`config.mk`:
```
export PLATFORM = sky130hd
export DESIGN_NAME = counter_group_scheduler
export DESIGN_NICKNAME = d
export VERILOG_FILES = /design/src/rtl/counter_group_scheduler.sv
export SDC_FILE = /design/constraint.sdc
export NUM_CORES = 1
export LEC_CHECK = 0
export ABC_CLOCK_PERIOD_IN_PS = 3100
export BUFFER_PORTS_ARGS = -buffer_cell sky130_fd_sc_hd__buf_2
export CAP_MARGIN = 20
export CELL_PAD_IN_SITES_DETAIL_PLACEMENT = 0
export CELL_PAD_IN_SITES_GLOBAL_PLACEMENT = 1
export CORE_MARGIN = 2
export CORE_UTILIZATION = 48
export CTS_CLUSTER_SIZE = 24
export DETAILED_ROUTE_END_ITERATION = 6
export PLACE_DENSITY = 0.78
export SLEW_MARGIN = 20
export SYNTH_ARGS = -nofsm -noshare
export SYNTH_HDL_FRONTEND = slang
export SYNTH_SLANG_ARGS = --single-unit
```
`constraint.sdc`:
```
create_clock -name clk -period 3.1 [get_ports clk]
set_clock_uncertainty 0.05 [all_clocks]
set_input_delay 0.31 -clock clk [delete_from_list [all_inputs] [get_ports clk]]
set_output_delay 0.31 -clock clk [all_outputs]
set_load 0.02 [all_outputs]
```
`src/rtl/counter_group_scheduler.sv`:
```
// rtl/counter_group_scheduler.sv - round-robin tick scheduler for three 3-bit counter groups
// One shared prescaler is granted to G1->G2->G3 for DWELL_TICKS ticks each; buttons start/pause/stop/preset.
module counter_group_scheduler #(
   parameter int F_CLK_HZ    = 25_000_000,
   parameter int TICK_MS     = 100,
   parameter int DWELL_TICKS = 8,
   parameter int DEB_MS      = 20
) (
   input  logic       clk,
   input  logic       reset,
   input  logic       btn_start,
   input  logic       btn_stop,
   input  logic       btn_preset,
   output logic [8:0] q,
   output logic [5:0] q_copy,
   output logic [2:0] grp_en,
   output logic [1:0] state,
   output logic       led
);
   localparam int TICK_RAW = F_CLK_HZ / 1000 * TICK_MS;
   localparam int TICK_CYC = (TICK_RAW < 1) ? 1 : TICK_RAW;
   localparam int DEB_RAW  = F_CLK_HZ / 1000 * DEB_MS;
   localparam int DEB_CYC  = (DEB_RAW < 1) ? 1 : DEB_RAW;
   localparam int TICK_W   = (TICK_CYC > 1) ? $clog2(TICK_CYC) : 1;
   localparam int DEB_W    = (DEB_CYC > 1) ? $clog2(DEB_CYC) : 1;
   localparam int DWELL_W  = (DWELL_TICKS > 1) ? $clog2(DWELL_TICKS) : 1;

   typedef enum logic [1:0] {
      ST_IDLE  = 2'b00,
      ST_RUN   = 2'b01,
      ST_PAUSE = 2'b10
   } state_t;

   logic [2:0]         btn_pin;
   logic [2:0]         sync_a;
   logic [2:0]         sync_b;
   logic [2:0]         deb_lvl;
   logic [2:0]         press;
   logic [DEB_W-1:0]   deb_cnt [3];
   state_t             st_q;
   state_t             st_d;
   logic [TICK_W-1:0]  presc;
   logic [DWELL_W-1:0] dwell;
   logic [1:0]         owner;
   logic               ev_start;
   logic               ev_stop;
   logic               ev_preset;
   logic               running;
   logic               active;
   logic               tick;
   logic               clear_sched;

   assign btn_pin = {btn_preset, btn_stop, btn_start};

   // Synchronizers and debounced levels reset to released so reset release never looks like a press.
   always_ff @(posedge clk or negedge reset) begin
      if (!reset) begin
         sync_a  <= '1;
         sync_b  <= '1;
         deb_lvl <= '1;
         press   <= '0;
         for (int i = 0; i < 3; i++) deb_cnt[i] <= '0;
      end else begin
         sync_a <= btn_pin;
         sync_b <= sync_a;
         for (int i = 0; i < 3; i++) begin
            press[i] <= 1'b0;
            if (sync_b[i] == deb_lvl[i]) begin
               deb_cnt[i] <= '0;
            end else if (deb_cnt[i] == DEB_W'(DEB_CYC - 1)) begin
               deb_cnt[i] <= '0;
               deb_lvl[i] <= sync_b[i];
               press[i]   <= ~sync_b[i];
            end else begin
               deb_cnt[i] <= deb_cnt[i] + 1'b1;
            end
         end
      end
   end

   assign ev_start    = press[0];
   assign ev_stop     = press[1];
   assign ev_preset   = press[2];
   assign running     = (st_q == ST_RUN);
   assign active      = (st_q == ST_RUN) || (st_q == ST_PAUSE);
   // A start/stop event freezes the schedule on the very cycle it lands.
   assign tick        = running && !ev_start && !ev_stop && (presc == TICK_W'(TICK_CYC - 1));
   assign clear_sched = ev_stop || (!active && ev_start);

   always_ff @(posedge clk or negedge reset) begin
      if (!reset) st_q <= ST_IDLE;
      else        st_q <= st_d;
   end

   always_comb begin
      st_d = st_q;
      case (st_q)
         ST_RUN:   st_d = ev_start ? ST_PAUSE : ST_RUN;
         ST_PAUSE: st_d = ev_start ? ST_RUN : ST_PAUSE;
         default:  st_d = ev_start ? ST_RUN : ST_IDLE;
      endcase
      if (ev_stop) st_d = ST_IDLE;
   end

   always_comb begin
      led    = running;
      state  = active ? st_q : ST_IDLE;
      grp_en = 3'b000;
      if (active) begin
         case (owner)
            2'd0:    grp_en = 3'b100;
            2'd1:    grp_en = 3'b010;
            default: grp_en = 3'b001;
         endcase
      end
   end

   always_ff @(posedge clk or negedge reset) begin
      if (!reset) begin
         presc <= '0;
         dwell <= '0;
         owner <= 2'd0;
         q     <= '0;
      end else begin
         if (clear_sched) begin
            presc <= '0;
            dwell <= '0;
            owner <= 2'd0;
         end else if (running && !ev_start) begin
            presc <= tick ? '0 : presc + 1'b1;
            if (tick) begin
               if (dwell == DWELL_W'(DWELL_TICKS - 1)) begin
                  dwell <= '0;
                  owner <= (owner == 2'd2) ? 2'd0 : owner + 2'd1;
               end else begin
                  dwell <= dwell + 1'b1;
               end
            end
         end
         // Preset overrides the owner's increment; dwell bookkeeping above still proceeds.
         if (ev_preset) begin
            q <= '1;
         end else if (tick) begin
            case (owner)
               2'd0:    q[8:6] <= q[8:6] + 3'd1;
               2'd1:    q[5:3] <= q[5:3] + 3'd1;
               default: q[2:0] <= q[2:0] + 3'd1;
            endcase
         end
      end
   end

   assign q_copy = q[5:0];

endmodule

```
# After elaboration in Yosys (flattened, before gate mapping)
# Cells that the tools add are included.
[word_totals]
reg_bits = 107
in_bits = 5
out_inout_bits = 21
elab_cells = 106
[op_classes]
n_addsub = 9
eq_ne = 13
mux = 37
n_bitwise = 6
n_reduce_logical = 25
[ops]
columns = ["operator", "count"]
rows = [
  ["$mux W19", 6],
  ["$mux W22", 3],
  ["$add A19 B1 Y19 const B", 3],
  ["$eq A19 B19 Y1 const B", 3],
  ["$mux W3", 8],
  ["$add A22 B1 Y22 const B", 1],
  ["$eq A22 B22 Y1 const B", 1],
  ["$mux W2", 9],
  ["$mux W9", 2],
  ["$reduce_and A2 Y1", 7],
  ["$add A3 B1 Y3 const B", 4],
  ["$reduce_bool A2 Y1", 6],
  ["$mux W1", 7],
  ["$not A1 Y1", 6],
  ["$pmux W3 S2", 1],
  ["$eq A2 B1 Y1 const B", 2],
  ["$eq A2 B2 Y1 const B", 2],
  ["$logic_and A1 B1 Y1", 4],
  ["$pmux W2 S2", 1],
  ["$eq A1 B1 Y1", 3],
  ["$eq A3 B3 Y1 const B", 1],
  ["$logic_not A1 Y1", 3],
  ["$reduce_and A3 Y1", 1],
  ["$add A2 B1 Y2 const B", 1],
  ["other kinds (4)", 5],
]

# Longest topological paths before layout
# Gate-level depths: netlist (run 1).
[depth]
depth_word = 7
mapped_depth = 7
depth_no_buf = 6

# Least setup slack after synthesis (run 1)
# OpenSTA, ideal clock, no wires.
[synth_path]
path_type = "register to register"
start = "register presc[14]"
end = "register q[2]"
setup_ns = 0.079
arrival_time_ns = 2.024
t_required_ns = 2.971
slack_ns = 0.946
path_stages_with_launch = 6
path_buffers = 1
synth_period_minus_slack_ns = 2.154
path_cell_list = "dfrtp_1 -> or4_1 -> or4_4 -> buf_2 -> nor3_1 -> mux2i_1"
[synth_via]
elab_chain_cells = 4
[synth_rtl]
columns = ["item", "line_no", "rtl"]
rows = [
  ["start, declared", "42", "logic [TICK_W-1:0] presc;"],
  ["start signal, assigned", "130", "presc <= tick ? '0 : presc + 1'b1;"],
  ["$eq A22 B22 Y1", "87", "assign tick = running && !ev_start && !ev_stop && (presc == TICK_W'(TICK_CYC - 1));"],
  ["$logic_and A1 B1 Y1", "87", ""],
  ["$reduce_bool A2 Y1 (no source line)", "n/a", ""],
  ["$reduce_and A2 Y1 (no source line)", "n/a", ""],
  ["end signal, assigned", "147", "default: q[2:0] <= q[2:0] + 3'd1;"],
  ["end, declared", "14", "output logic [8:0] q,"],
]
# Every way passes these cells.
# A chain may end at the register's enable or synchronous reset.

# Final worst setup path (run 1)
[layout_path]
start = "register presc[14]"
end = "register presc[14]"
[layout_via]
elab_chain_cells = 5
word_cells_on_any_way = 6
cone_classes = "add/sub (1); eq/ne (1); mux (3); reduce/logical (1)"
[layout_rtl]
columns = ["item", "line_no", "rtl"]
rows = [
  ["parallel branches: the longest is 2 deep, another holds $add A22 B1 Y22", "n/a", ""],
  ["$mux W22 (*)", "130", ""],
  ["$mux W22 (*)", "129", "end else if (running && !ev_start) begin"],
  ["$mux W22 (*)", "125", "if (clear_sched) begin"],
]
# Mark *: on every way between the ends. The select of a mux whose other input is x is not followed.

==> results of run 1 <==
-- path summary, 6_finish.rpt --
kind | startpoint | end | slack [ps] | depth (start not counted)
hold / removal | sync_a[2]$_DFF_PN1_ | sync_b[2]$_DFF_PN1_ | 310 | 0
min in group asynchronous | reset | presc[11]$_DFFE_PN0P_ | 460 | 2
max in group asynchronous | reset | deb_lvl[0]$_DFFE_PN1P_ | 1760 | 3
setup reg to reg | presc[14]$_DFFE_PN0P_ | presc[14]$_DFFE_PN0P_ | 660 | 5
hold reg to reg | sync_a[2]$_DFF_PN1_ | sync_b[2]$_DFF_PN1_ | 310 | 0
setup / recovery | presc[14]$_DFFE_PN0P_ | presc[14]$_DFFE_PN0P_ | 660 | 5
-- metal layers --
metal / vias to the layer above / global-route usage / wire length [um]
met3: 8 / 0.05249 / 356
met2: 55 / 0.3114 / 5427
met1: 2097 / 0.2485 / 5306
met4: 0 / 0.05514 / 85
met5: - / 0 / 0
li1: 2088 / - / -
-- power groups by stage --
stage	logic (mW)	registers, mW	clock network (mW)
after floorplan	0.0297	1.45	0
after global placement	0.0691	1.45	0
after detailed placement	0.0716	1.45	0
after CTS	0.0759	1.42	1.29
after global routing	0.0852	1.43	1.33
final	0.0717	1.42	1.24
-- through the flow --
stage | hold WS [ps] | util | cell area, sq um | total power [mW] | setup slack [ps]
final | 306.7 | 0.5437 | 6155 | 2.737 | 655.6
after global routing | 310.0 | 0.5437 | 6155 | 2.846 | 515.8
after CTS | 307.7 | 0.5437 | 6155 | 2.787 | 661.3
after detailed placement | 300.3 | 0.5116 | 5792 | 1.523 | 670.1
after global placement | 298.4 | 0.5116 | 5792 | 1.520 | 731.1
after floorplan | -35.59 | - | 5529 | 1.479 | 946.3
-- cells by family (layout without fill, tap and decap cells) --
group | after synthesis | count (layout) | synth area share
AO/OA/AOI/OAI | 73 | 73 | 0.08577
XOR/XNOR | 46 | 46 | 0.07287
AND/OR/NAND/NOR | 271 | 271 | 0.2623
multiplexers | 17 | 17 | 0.03145
buffers and inverters | 39 | 70 | 0.03191
adder cells (fa/ha/maj) | 13 | 13 | 0.02942
flip-flops | 107 | 107 | 0.4863
-- registers in the layout, summed over array words and instances (netlist names), 3 cells and up --
signal   count
deb_cnt     57
presc       22
q            9
deb_lvl      3
dwell        3
press        3
sync_a       3
sync_b       3
-- placed cells by master (no fill, tap or decap), types with 10 or more instances in the layout --
| master | count |
|---|---|
| sky130_fd_sc_hd__nand3_1 | 28 |
| sky130_fd_sc_hd__xnor2_1 | 25 |
| sky130_fd_sc_hd__nand4_1 | 19 |
| sky130_fd_sc_hd__dfrtp_1 | 98 |
| sky130_fd_sc_hd__o31ai_1 | 10 |
| sky130_fd_sc_hd__mux2i_1 | 14 |
| sky130_fd_sc_hd__a21oi_1 | 27 |
| sky130_fd_sc_hd__xor2_1 | 21 |
| sky130_fd_sc_hd__nand2_1 | 43 |
| sky130_fd_sc_hd__buf_2 | 24 |
| sky130_fd_sc_hd__nor4_1 | 15 |
| sky130_fd_sc_hd__ha_1 | 13 |
| sky130_fd_sc_hd__inv_1 | 18 |
| sky130_fd_sc_hd__or4_1 | 18 |
| sky130_fd_sc_hd__o21ai_0 | 17 |
| sky130_fd_sc_hd__nor2_1 | 71 |
| sky130_fd_sc_hd__nor3_1 | 17 |
| sky130_fd_sc_hd__or3_1 | 15 |
-- repair_timing --
action	in CTS	in global routing
gates resized for setup	0	0
hold buffers	4	0
hold endpoints to repair	44	0
-- layout make-up --
class	instances	area [sq um]
Sequential cell	107	2689
Clock buffer	9	225.2
Clock inverter	7	97.59
Inverter	18	67.56
Multi-Input combinational cell	420	2664
Fill cell	1045	5166
Tap cell	143	178.9
Timing Repair Buffer	36	232.7
==> results.tsv, run 1 <==
metric	value	unit
power.share.clock	0.453	
grt_first_pass_wirelength	19380	um
crit_path_start_kind	flop	
synthesized_netlist_net_count	584	
synth_enable_flop_cells	0	
drc_errors	0	
synth_most_common_cell	sky130_fd_sc_hd__dfrtp_1	
drt-initial-drc-count	263	
floorplan.die_area	12390	sq um
drt-wirelength-per-cell	15.10	um
synth_sequential_area_ratio	0.4863	
drtAntennaViolNets	0	
grt_util_all_layers	0.1898	
p_leak	2.510	nW
required	3280	ps
final_max_slew_viol_count	0	
grt_max_degree	64	
antenna-diode-count	0	
cts_setup_buffers	0	
synth_ff_type	sky130_fd_sc_hd__dfrtp_1	
final.min_clock_period	2444	ps
timing.final.hold_violations	0	
worst-setup-path-type	reg2reg	
worstSetupEndpointType	flop	
initial_core_util	0.4884	
slowest_stage	sky130_fd_sc_hd__or4_4	
coreArea	11320	sq um
synthDominantCellAreaShare	0.4435	
die_h	111.3	um
worst_ir_drop_vdd	0.0003329	V
critical_path.max_stage_delay	620	ps
postSynthAreaPerCell	9.769	sq um
cp_max_fo	12	
cts_max_path_buffers	2	
synth.cell_area	5529	sq um
period_share	0.7885	
clock_tree.root_cell	sky130_fd_sc_hd__clkbuf_16	
power_switching_share	0.2163	
worst_slew_margin_rel	0.4682	
synth_top_cells_by_count	98 x sky130_fd_sc_hd__dfrtp_1, 71 x sky130_fd_sc_hd__nor2_1, 43 x sky130_fd_sc_hd__nand2_1, 28 x sky130_fd_sc_hd__nand3_1, 27 x sky130_fd_sc_hd__a21oi_1	
synthCells	566	
run_status	completed	
cts_tree	built	
num_vias	4248	
timing.setup.tns	0	ps
max_slew.worst_pin.slew	793.1	ps
overflow	0	
rsz_0062_raised_after_global_routing	no	
final_cell_count_no_fill	740	
rows	39	
h_tree_depth	3	
postSynthRegisterBits	107	
floorplan.die.width	111.3	um
total_switching_power	592.0	uW
firstDrtPassIters	4	
yosysWarnings	0	
insertion_delay	350	ps
grt_antenna_before_repair	0	
setup_viol	0	
routed_wirelength	11180	um
share_of_total_power_in_sequential_cells	0.520	
synth-async-reset-ratio	1.000	
top_level_ports	26	
place.gp.congestion	0.8134	
hpwl	7759	um
tritoncts.num_buffers	9	
fin_nets	610	
max_cap_violations	0	
critPathBufInv	1	
ratio_of_cells_with_drive_above_1_in_the_final_layout	0.1173	
p_r_area_growth_vs_syn	11.31	%
synth_top_cell_by_area	sky130_fd_sc_hd__dfrtp_1	
post_synth_main_area_contributors	sky130_fd_sc_hd__dfrtp_1 44%, sky130_fd_sc_hd__nor2_1 4.8%, sky130_fd_sc_hd__dfstp_2 4.3%, sky130_fd_sc_hd__xnor2_1 4.0%, sky130_fd_sc_hd__xor2_1 3.3%	
first_global_vias	4067	
dp_cells	720	
p_int	2.145	mW
power-per-cell-area	444.7	nW/um^2
avgViaCountPerCell	5.741	
clkSlewWorstSetupHoldPaths	70	ps
timing.critical_path.max_delay_family	simple AND/OR/NAND/NOR gates	
clock.fmax	0.4091	GHz
cts.sink_count	107	
synth.lib_cells_used.distinct	50	
hp-class	reg2reg	
worst_path_cell_chain	or4_1 -> or4_4 -> o21ai_2 -> buf_4 -> a21oi_1	
cp.arrival	2620	ps
place.port_buffers	25	
pwr-share-comb	0.026	
(Power assumes the default switching activity.)
==> inputs of run 2 (changes only) <==
- ABC_CLOCK_PERIOD_IN_PS: 3100 -> 2550
- clock period: 3.1 -> 2.55 ns (I/O delays scaled with it)
==> run 2 against run 1 <==
Net effect: largest cell class unchanged; count of clock-buffer cells in the layout up 1; wire length rose by 1.5%; total power up 21%; maximum frequency is 6.0% higher; utilization grew 0.74 points; critical endpoint is now dwell[0]$_DFFE_PN0P_; non-clock buffer count is 12 higher.
==> results.tsv, run 2 (synthesis gave the netlist of run 1 again) <==
metric	value	unit
max_cap_violations	0	
fin_nets	622	
filler_cell_count	1026	
run_status	completed	
floorplan.die.width	111.3	um
r2r_cells	4	
timing.setup.tns	0	ps
power-per-cell-area	529.5	nW/um^2
worstSetupEndpointType	flop	
worst_ir_drop_vdd	0.0004848	V
h_tree_depth	3	
final_critical_path_setup_slack	244.9	ps
cts_hold_repair.buffers	4	
required	2780	ps
place.gp.congestion	0.8026	
avgViaCountPerCell	5.698	
cp.arrival	2530	ps
ratio_of_cells_with_drive_above_1_in_the_final_layout	0.1346	
clkSlewWorstSetupHoldPaths	70	ps
place.port_buffers	25	
hp-class	reg2reg	
stdcell_area	6238	sq um
hold-path-cell-count	0	
hpwl	7917	um
drc_errors	0	
worst_slew_margin_rel	0.6289	
p_leak	2.566	nW
first_global_vias	4206	
top_level_ports	26	
rr_endpoint	dwell[0]$_DFFE_PN0P_	
final_cell_count_no_fill	752	
cts_tree	built	
final_common_cell	sky130_fd_sc_hd__dfrtp_1	
insertion_delay	350	ps
initial_core_util	0.4884	
grt_util_all_layers	0.1974	
clock.fmax	0.4338	GHz
placedInstanceArea	5882	sq um
dpl_worst_slack	239.9	ps
largest_reg_flops	57	
die_h	111.3	um
tritoncts.num_buffers	9	
final.min_clock_period	2305	ps
final_hold_slack	304.8	ps
firstDrtPassIters	4	
overflow	0	
grt_max_degree	48	
worst-setup-path-type	reg2reg	
period_share	0.9040	
min_to	sync_b[2]$_DFF_PN1_	
clock_tree.root_cell	sky130_fd_sc_hd__clkbuf_16	
max_slew.worst_pin.slew	556.7	ps
p_r_area_growth_vs_syn	12.83	%
timing.final.hold_violations	0	
cts.sink_count	107	
r2r_setup_slack	240	ps
setup_viol	0	
grt_first_pass_wirelength	20230	um
num_vias	4285	
biggestRegsByFlops	deb_cnt: 57 flops, presc: 22 flops, q: 9 flops	
antenna-diode-count	0	
multi_input_area	2664	sq um
rsz_0062_raised_after_global_routing	no	
routed_wirelength	11350	um
crit_path_start_kind	flop	
coreArea	11320	sq um
holdCritStartpoint	sync_a[2]$_DFF_PN1_	
regArea	2689	sq um
final_cell_mix	98 x sky130_fd_sc_hd__dfrtp_1, 71 x sky130_fd_sc_hd__nor2_1, 43 x sky130_fd_sc_hd__nand2_1	
cts_setup_buffers	0	
reg2reg_from	presc[14]$_DFFE_PN0P_	
floorplan.die_area	12390	sq um
drtAntennaViolNets	0	
cts.repair.resized	0	
dp_cells	732	
cts_max_path_buffers	2	
cp_max_fo	12	
drt-wirelength-per-cell	15.09	um
registers.top_by_ff_count	deb_cnt	
final_max_slew_viol_count	0	
rows	39	
grt_antenna_before_repair	0	
drt-initial-drc-count	285	
run 2: cell count changes in the layout (fill, tap and decap cells not counted), sizes merged:
cell      before  now
buf           32   44
clkinv         1    0
clkbuf         9   10
clkinvlp       2    1
inv           20   22
bufinv         2    1
run 2: report_power, final:
group / total [mW] / internal, mW / switching (mW)
sequential: 1.73 / 1.72 / 0.0157
combinational: 0.0906 / 0.0284 / 0.0622
clock: 1.48 / 0.810 / 0.671
run 2: layer usage:
layer | part of all wire | GRT usage | routed length (um)
met5 | 0 | 0 | 0
met4 | 0.0099 | 0.04938 | 112
met3 | 0.035 | 0.05139 | 392
met2 | 0.49 | 0.3252 | 5592
met1 | 0.46 | 0.2629 | 5247
run 2: cell type report:
class                           count  share of cell area
Sequential cell                   107              0.4310
Multi-Input combinational cell    420              0.4270
Timing Repair Buffer               48             0.05174
Clock buffer                       10             0.03831
Tap cell                          143             0.02868
Clock inverter                      6             0.01243
Inverter                           18             0.01083
run 2: worst max-delay path, stage by stage, from the launching register on:
cell and delay, ps:
sky130_fd_sc_hd__dfrtp_1 430, sky130_fd_sc_hd__or4_1 560, sky130_fd_sc_hd__or4_4 620, sky130_fd_sc_hd__or4_1 420, sky130_fd_sc_hd__a21oi_1 150
run 2: metrics by stage:
stage            util  power [mW]
2_1_floorplan       -       1.798
3_3_place_gp   0.5196       1.852
3_5_place_dp   0.5196       1.855
4_1_cts        0.5511       3.357
5_1_grt        0.5511       3.449
6_report       0.5511       3.303
run 2: worst max-delay path by stage:
stage                     startpoint                    end  slack [ps]  depth (start not counted)
4_1_cts        presc[14]$_DFFE_PN0P_  presc[17]$_DFFE_PN0P_         230                          5
3_3_place_gp   presc[14]$_DFFE_PN0P_   dwell[0]$_DFFE_PN0P_         280                          4
3_5_place_dp   presc[14]$_DFFE_PN0P_  presc[17]$_DFFE_PN0P_         240                          5
2_1_floorplan  presc[14]$_DFFE_PN0P_       q[2]$_DFFE_PN0P_         400                          5
6_report       presc[14]$_DFFE_PN0P_   dwell[0]$_DFFE_PN0P_         240                          4
5_1_grt        presc[14]$_DFFE_PN0P_  presc[17]$_DFFE_PN0P_         130                          5
==> inputs of run 3 (changes only) <==
- CORE_UTILIZATION: 48 -> 40
- PLACE_DENSITY: 0.78 -> 0.67
==> run 3 against run 2 <==
Net effect: cell count up 4.4%; sequential share of layout area down 0.15 points; register-to-register slack about the same; global-route usage down 2.8 points; largest power group unchanged.
==> results.tsv, run 3 (synthesis gave the netlist of run 1 again) <==
metric	value	unit
total_switching_power	708.4	uW
place.port_buffers	25	
worst_path_cell_chain	or4_1 -> or4_4 -> o21ai_2 -> buf_4 -> o211ai_1	
grt_util_all_layers	0.1696	
required	2740	ps
hp-class	reg2reg	
clock_tree.root_cell	sky130_fd_sc_hd__clkbuf_16	
registers.top_by_ff_count	deb_cnt	
worst_slew_margin_rel	0.6138	
insertion_delay	360	ps
timing.setup.tns	0	ps
worstSetupEndpointType	flop	
routed_wirelength	11410	um
cts.sink_count	107	
p_leak	2.553	nW
die_h	121.6	um
power_switching_share	0.2185	
largest_reg_flops	57	
grt_first_pass_wirelength	20020	um
slowest_stage	sky130_fd_sc_hd__or4_4	
floorplan.die.width	121.6	um
final_cell_count_no_fill	785	
fin_nets	622	
worst_ir_drop_vdd	0.0002778	V
max_slew.worst_pin.slew	579.2	ps
cts.repair.resized	0	
p_int	2.534	mW
hpwl	8073	um
grt_max_degree	45	
final_max_slew_viol_count	0	
firstDrtPassIters	4	
biggestRegsByFlops	deb_cnt: 57 flops, presc: 22 flops, q: 9 flops	
initial_core_util	0.4142	
h_tree_depth	3	
floorplan.die_area	14780	sq um
period_share	0.9038	
cts_tree	built	
cp.arrival	2490	ps
cp_max_fo	12	
final_cell_mix	98 x sky130_fd_sc_hd__dfrtp_1, 71 x sky130_fd_sc_hd__nor2_1, 43 x sky130_fd_sc_hd__nand2_1	
drc_errors	0	
rsz_0062_raised_after_global_routing	no	
grt_antenna_before_repair	0	
timing.final.hold_violations	0	
cts_setup_buffers	0	
drt-initial-drc-count	271	
tritoncts.num_buffers	9	
overflow	0	
final.min_clock_period	2305	ps
rows	42	
num_vias	4209	
pwr-share-comb	0.029	
cts_hold_repair.buffers	4	
p_r_area_growth_vs_syn	13.22	%
drt-wirelength-per-cell	14.54	um
crit_path_start_kind	flop	
drtAntennaViolNets	0	
worst-setup-path-type	reg2reg	
first_global_vias	4198	
max_cap_violations	0	
ratio_of_cells_with_drive_above_1_in_the_final_layout	0.1314	
share_of_total_power_in_sequential_cells	0.534	
power.share.clock	0.437	
avgViaCountPerCell	5.362	
setup_viol	0	
run_status	completed	
place.gp.congestion	0.7497	
critical_path.max_stage_delay	620	ps
antenna-diode-count	0	
cts_max_path_buffers	2	
clkSlewWorstSetupHoldPaths	70	ps
p_total	3.242	mW
dp_cells	765	
top_level_ports	26	
final_common_cell	sky130_fd_sc_hd__dfrtp_1	
power-per-cell-area	518.0	nW/um^2
coreArea	13350	sq um
clock.fmax	0.4339	GHz
run 3: cell types whose count changed in the layout (fill, tap and decap cells not counted):
| cell | delta |
|---|---|
| sky130_fd_sc_hd__inv_6 | -2 |
| sky130_fd_sc_hd__clkinvlp_4 | +1 |
| sky130_fd_sc_hd__inv_8 | -2 |
| sky130_fd_sc_hd__clkinv_2 | +1 |
| sky130_fd_sc_hd__clkbuf_1 | +2 |
run 3: power groups by stage:
stage	Clock (mW)	Combinational, mW	Sequential, mW
2_1_floorplan	0	0.0361	1.76
3_3_place_gp	0	0.0909	1.76
3_5_place_dp	0	0.0924	1.76
4_1_cts	1.47	0.0976	1.73
5_1_grt	1.54	0.110	1.74
6_report	1.42	0.0931	1.73
run 3: area by class of cell:
cell class,count,area [sq um]
clock buffer,12,246.5
clock inverter,4,50.05
fill,1294,7088
inverter,18,67.56
multi-input combinational,420,2664
sequential,107,2689
tap,176,220.2
timing repair buffer,48,322.8
run 3: layer usage:
metal,part of all wire,track usage,vias to the layer above
met2,0.47,0.2837,53
met1,0.48,0.2192,2033
met4,0.015,0.05532,0
met3,0.030,0.03792,16
li1,-,-,2107
met5,0,0,-
run 3: worst paths after layout:
path,start,end,slack [ps],cells after the start
max,presc[14]$_DFFE_PN0P_,presc[17]$_DFFE_PN0P_,250,5
min,sync_a[0]$_DFF_PN1_,sync_b[0]$_DFF_PN1_,310,0
max reg2reg,presc[14]$_DFFE_PN0P_,presc[17]$_DFFE_PN0P_,250,5
min reg2reg,sync_a[0]$_DFF_PN1_,sync_b[0]$_DFF_PN1_,310,0
max in group asynchronous,reset,sync_b[0]$_DFF_PN1_,1290,3
min in group asynchronous,reset,presc[13]$_DFFE_PN0P_,380,2
run 3: stage by stage:
step,setup WS [ps],instance area (sq um),utilization,hold WS [ps]
2_1_floorplan,396.3,5529,-,-90.59
3_3_place_gp,264.9,5923,0.4438,240.7
3_5_place_dp,267.0,5923,0.4438,243.2
4_1_cts,245.1,6260,0.4690,309.5
5_1_grt,134.3,6260,0.4690,315.8
6_report,245.2,6260,0.4690,309.3
run 3: worst max-delay path: cells and delay by family, from the launching register on:
family	cells	cell delay (ps)
AND/OR/NAND/NOR	2	1180
flip-flops	1	430
AO/OA/AOI/OAI	2	320
buffers and inverters	1	200
